File: config.mk
export PLATFORM = sky130hd
export DESIGN_NAME = gpio_in_debounce
export DESIGN_NICKNAME = d
export VERILOG_FILES = /design/src/rtl/gpio_in_debounce.sv
export SDC_FILE = /design/constraint.sdc
export NUM_CORES = 1
export LEC_CHECK = 0
export BUFFER_PORTS_ARGS = -buffer_cell sky130_fd_sc_hd__buf_2
export CORE_MARGIN = 2
export CORE_UTILIZATION = 50
export CTS_CLUSTER_SIZE = 25
export DETAILED_ROUTE_END_ITERATION = 16
export HOLD_SLACK_MARGIN = 0.1
export PLACE_DENSITY = 0.67
export SLEW_MARGIN = 20
export SYNTH_ARGS = -nofsm -noshare
export SYNTH_HDL_FRONTEND = slang
export SYNTH_SLANG_ARGS = --single-unit
File: constraint.sdc
create_clock -name clk_i -period 3.7 [get_ports clk_i]
set_clock_uncertainty 0.1 [all_clocks]
set_input_delay 0.37 -clock clk_i [delete_from_list [all_inputs] [get_ports clk_i]]
set_output_delay 0.37 -clock clk_i [all_outputs]
set_load 0.03 [all_outputs]
File: src/rtl/gpio_in_debounce.sv
// Synchronizes WIDTH asynchronous switch inputs and debounces each bit with a
// per-bit stability counter; emits clean levels, edge pulses and a settled flag.
module gpio_in_debounce #(
  parameter int unsigned     WIDTH         = 16,
  parameter int unsigned     SYNC_STAGES   = 2,
  parameter int unsigned     STABLE_CYCLES = 500000,
  parameter logic [WIDTH-1:0] RESET_VAL    = '0
) (
  input  logic             clk_i,
  input  logic             arstn_i,
  input  logic [WIDTH-1:0] raw_i,
  output logic [WIDTH-1:0] db_o,
  output logic [WIDTH-1:0] rise_o,
  output logic [WIDTH-1:0] fall_o,
  output logic             chg_o,
  output logic             stable_o
);

  localparam int unsigned   CW   = $clog2(STABLE_CYCLES + 1);
  localparam logic [CW-1:0] LAST = CW'(STABLE_CYCLES - 1);

  logic [WIDTH-1:0] sync_q [SYNC_STAGES];
  logic [WIDTH-1:0] sync;
  logic [CW-1:0]    cnt_q  [WIDTH];
  logic [CW-1:0]    cnt_d  [WIDTH];
  logic [WIDTH-1:0] db_q, db_d;
  logic [WIDTH-1:0] rise_q, rise_d;
  logic [WIDTH-1:0] fall_q, fall_d;
  logic             chg_q, chg_d;
  logic             stable_q, stable_d;

  assign sync = sync_q[SYNC_STAGES-1];

  always_ff @(posedge clk_i or negedge arstn_i) begin
    if (!arstn_i) begin
      for (int unsigned s = 0; s < SYNC_STAGES; s++) sync_q[s] <= RESET_VAL;
    end else begin
      sync_q[0] <= raw_i;
      for (int unsigned s = 1; s < SYNC_STAGES; s++) sync_q[s] <= sync_q[s-1];
    end
  end

  // Any sample agreeing with the current level restarts qualification.
  always_comb begin
    db_d   = db_q;
    rise_d = '0;
    fall_d = '0;
    for (int unsigned i = 0; i < WIDTH; i++) begin
      cnt_d[i] = '0;
      if (sync[i] != db_q[i]) begin
        if (cnt_q[i] == LAST) begin
          db_d[i]   = sync[i];
          rise_d[i] = sync[i];
          fall_d[i] = ~sync[i];
        end else begin
          cnt_d[i] = cnt_q[i] + CW'(1);
        end
      end
    end
    chg_d    = |(rise_d | fall_d);
    stable_d = (sync == db_q);
  end

  always_ff @(posedge clk_i or negedge arstn_i) begin
    if (!arstn_i) begin
      for (int unsigned i = 0; i < WIDTH; i++) cnt_q[i] <= '0;
      db_q     <= RESET_VAL;
      rise_q   <= '0;
      fall_q   <= '0;
      chg_q    <= 1'b0;
      stable_q <= 1'b0;
    end else begin
      for (int unsigned i = 0; i < WIDTH; i++) cnt_q[i] <= cnt_d[i];
      db_q     <= db_d;
      rise_q   <= rise_d;
      fall_q   <= fall_d;
      chg_q    <= chg_d;
      stable_q <= stable_d;
    end
  end

  assign db_o     = db_q;
  assign rise_o   = rise_q;
  assign fall_o   = fall_q;
  assign chg_o    = chg_q;
  assign stable_o = stable_q;

endmodule
=== After elaboration in Yosys (flattened, before gate mapping) ===
Cells that the tools add are included.

* Register bits after elaboration: 386
* Input port bits: 18

* $add $sub $neg: 16
* Equality and inequality tests: 33
* Mux-type cells: 96
* Bitwise logic cells: 17
* Reduce and logical (&&, ||, !) cells: 17

{| class="wikitable"
|+ Operators by type and width
! operator !! count
|-
| 19-bit 2-to-1 mux || 32
|-
| 19-bit by 1-bit adder with 19-bit output, second input constant || 16
|-
| 19-bit == test, second input constant || 16
|-
| 1-bit 2-to-1 mux || 64
|-
| 2-bit AND reduction || 16
|-
| 16-bit == test || 1
|-
| 1-bit != test || 16
|-
| 1-bit inverter || 16
|-
| 16-bit OR || 1
|-
| 16-bit OR reduction || 1
|}

=== Longest topological paths before layout ===
* Word-level depth: 5
* Depth in mapped cells: 9

=== Least setup slack after synthesis ===
No wires, ideal clock.

* Path type: register -> register
* Start point: register cnt_q[126] (netlist name)
* End point: register db_q[9] (netlist: db_o[9])
* Arrival time: 2,059 ps
* Required time: 3,475 ps
* Setup slack: 1,416 ps
* Stages on the path, launching flop included: 6
* Clock period less this slack: 2,284 ps
* Cell sequence: dfrtp_1 or4_1 or4_1 or2_1 buf_6 mux2_4

* Cells in the longest elaborated chain, start to end: 2

{| class="wikitable"
|+ RTL lines
! element !! RTL line !! text
|-
| start, declared || 24 || <nowiki>logic [CW-1:0] cnt_q [WIDTH];</nowiki>
|-
| 19-bit == test || 51 || <nowiki>if (cnt_q[i] == LAST) begin</nowiki>
|-
| 2-bit AND reduction (no line) || n/a ||
|-
| end signal, assigned || 67 || <nowiki>db_q <= RESET_VAL;</nowiki>
|-
| end signal, assigned || 74 || <nowiki>db_q <= db_d;</nowiki>
|-
| end, declared || 26 || <nowiki>logic [WIDTH-1:0] db_q, db_d;</nowiki>
|}

No other way between the ends.
A chain may end at the register's enable or synchronous reset.

==> results.yml <==
run_status:
  outcome: "finished clean"
clock_tree:
  root_buffer: "clkbuf_16"
  cts-buffers-inserted: 44
  h-tree-depth: 2
  clk_pin_slew_ns: 0.06
  clock_sinks: 386
  cts_setup_buffers: 0
  cts_resized: 0
  cts_buffer_depth: 3
  clock_latency_ns: 0.56
  cts_tree: "done"
sta:
  setup_viol_count_final: 0
  slew_violations: 0
  fin_hold_ws_ns: 0.245
  worstMarginPinSlew_ns: 0.767
  period_share: 0.661
  rsz0062_at_grt: "no"
  finalSetupTns_ns: 0
  fin_crit_ns: 2.45
  max_slew_margin: 0.487
  fmax_mhz: 409
  hold_violations: 0
setup_path:
  reg2reg_to: "cnt_q[227]"
  r2r-start: "cnt_q[223]"
  slowest_delay_ns: 0.62
  cp_data_arrival_time_ns: 2.75
  crit_fanout: 17
  critPathSlowestCell: "or4_1"
  worstPathRequired_ns: 4.01
  r2r_setup_slack_ns: 1.25
  r2r_cells: 4
  crit_type: "reg -> reg"
  cpMostUsedCell: "or4_1"
  critPathBufInv: 0
  cp_top_family: "simple AND/OR/NAND/NOR gates"
  cp-start-kind: "flop"
  path_cells: "or4_1 -> or4_1 -> nand2_1 -> nor2_1"
  worstSetupEndpointType: "flop"
detailed_routing:
  wl_per_cell_um: 14.6
  dr.pass1.iters: 5
  dr.first_iter.drc_count: 565
  wl_um: 33200
  vias_per_cell: 5.28
  drt_drc_violations_left: 0
  vias: 12000
  ant_nets: 0
logic_synthesis:
  synth_cell_types: 44
  yosys-top-cells-count: "386 x dfrtp_1, 355 x nor2_1, 161 x xor2_1"
  synth_top_area_frac: 0.553
  synth_top_cell_by_area: "dfrtp_1"
  yosys_register_bits: 386
  synth_edf_count: 0
  synth_nets: 1715
  netlist_instances: 1681
  yosys_warnings: 0
  synth_top_flop_cell: "dfrtp_1"
  syn_avg_cell_area_um2: 10.4
  async_reset_ff_frac: 1.00
  yosysMostFrequentCell: "dfrtp_1"
  synthTopCellsByArea: "dfrtp_1 55%, xor2_1 8.1%, nor2_1 7.6%, xnor2_1 6.7%, nand4_1 2.9%"
  seq_area_frac_synth: 0.553
  netlist_area_mm2: 0.0175
min_path:
  hold_start: "sync_q[27]"
  hold_depth: 0
  hold_path_end: "sync[11]"
  hold_path.class: "reg -> reg"
finish:
  antennaDiodeCount: 0
  final_nets: 1819
  layout-drive-gt1-share: 0.0920
  area_delta_synth_final_pct: 14.6
global_route:
  grt_pass1_vias: 11700
  grtUsageTotal: 0.189
  grt_overflow: 0
  grt_max_degree: 93
  grt_pass1_wl_um: 56800
  grt_antenna_before_repair: 0
die:
  io_pins: 68
  start_util: 0.507
  core_region_area_mm2: 0.0345
  dieArea_mm2: 0.0364
  die-width_um: 191
  die_h_um: 191
  row_count: 68
placement:
  finalWeightedCongestion: 0.810
  port_buffers: 67
  post-dp-hpwl_um: 22400
power_and_ir_drop:
  p_per_area_mw_per_mm2: 458
  leakage_uw: 0.00880
  peakVddDrop_mv: 0.315
flow_run:
  drv_cap: 0
## cells in the final DEF, fill, tap and decap left out, types with 3 or more instances in the layout
cell type      netlist  layout
and2_1               7       7
and3_1              51      51
and4_1              27      27
and4b_1              3       3
buf_12               0       4
buf_2                6      66
buf_4                0       3
bufinv_16            0       8
clkbuf_1            23      11
clkbuf_16            0      45
clkbuf_8             0       4
clkinv_2             0       5
dfrtp_1            386     386
dlygate4sd3_1        0      17
ha_1                16      16
inv_1               24      24
mux2_2              12      12
nand2_1            117     117
nand2b_1             6       6
nand3_1            100     100
nand4_1             81      81
nor2_1             355     355
nor3_1              34      34
nor3b_1             36      36
nor4_1              23      23
nor4b_1             17      17
nor4bb_1            11      11
or2_2               10      10
or3_1                8       8
or4_1                9       9
or4b_1               3       3
xnor2_1            133     133
xor2_1             161     161
## registers in the layout, indices dropped and copies added (netlist names)
name and count:
chg_o 1, fall_o 16, db_o 16, stable_o 1, sync_q 16, sync 16, rise_o 16, cnt_q 304
## what timing repair did
action | in CTS | in global routing
hold buffers | 17 | 0
setup endpoints to repair | 0 | 0
hold endpoints to repair | 101 | 0
## power by group
group | leakage (µW) | total (µW) | internal (µW) | switching (µW)
Clock | 0.000738 | 4550 | 2860 | 1690
Sequential | 0.00528 | 4340 | 4280 | 60.0
Combinational | 0.00278 | 268 | 83.6 | 184
Total | 0.00880 | 9160 | 7230 | 1930
## per-layer routing
layer	GRT usage	wire (µm)	part of all wire
met5	0	0	0
met3	0.0280	1050	0.032
met4	0.0659	901	0.027
met2	0.299	15300	0.46
met1	0.267	15900	0.48
## cells by family after synthesis
| family | share of synthesized area |
|---|---|
| compound gates | 0.00258 |
| xor+xnor | 0.148 |
| fa+ha+maj | 0.0115 |
| buf+inv | 0.0135 |
| flops | 0.553 |
| mux | 0.00860 |
| simple gates | 0.263 |
## stage by stage
stage	total power [µW]	utilization	cells	instance area [µm²]	setup slack, ns
finish	9160	0.581	2270	20000	1.25
global route	9500	0.581	2270	20000	1.08
global placement	4670	0.532	2177	18300	1.35
floorplan	4530	-	1681	17500	1.42
detailed placement	4680	0.532	2177	18300	1.27
CTS	9300	0.581	2270	20000	1.26
## how the worst max path moves through the flow
stage,start,to,slack [ns],depth (start not counted)
5_1_grt,cnt_q[285],cnt_q[294],1.08,6
3_3_place_gp,cnt_q[219],cnt_q[227],1.35,4
6_report,cnt_q[223],cnt_q[227],1.25,4
2_1_floorplan,cnt_q[126],db_o[9],1.42,5
3_5_place_dp,cnt_q[285],cnt_q[294],1.27,6
4_1_cts,cnt_q[285],cnt_q[294],1.26,6
## layout make-up
type                    count  area (µm²)
repair buffers             91         618
fillers                  2928       14400
clock inverters            16         290
multi-input cells        1238        7560
flip-flops and latches    386        9660
clock buffers              60        1220
inverters                  24        90.1
well taps                 455         569
(Power assumes the default switching activity.)
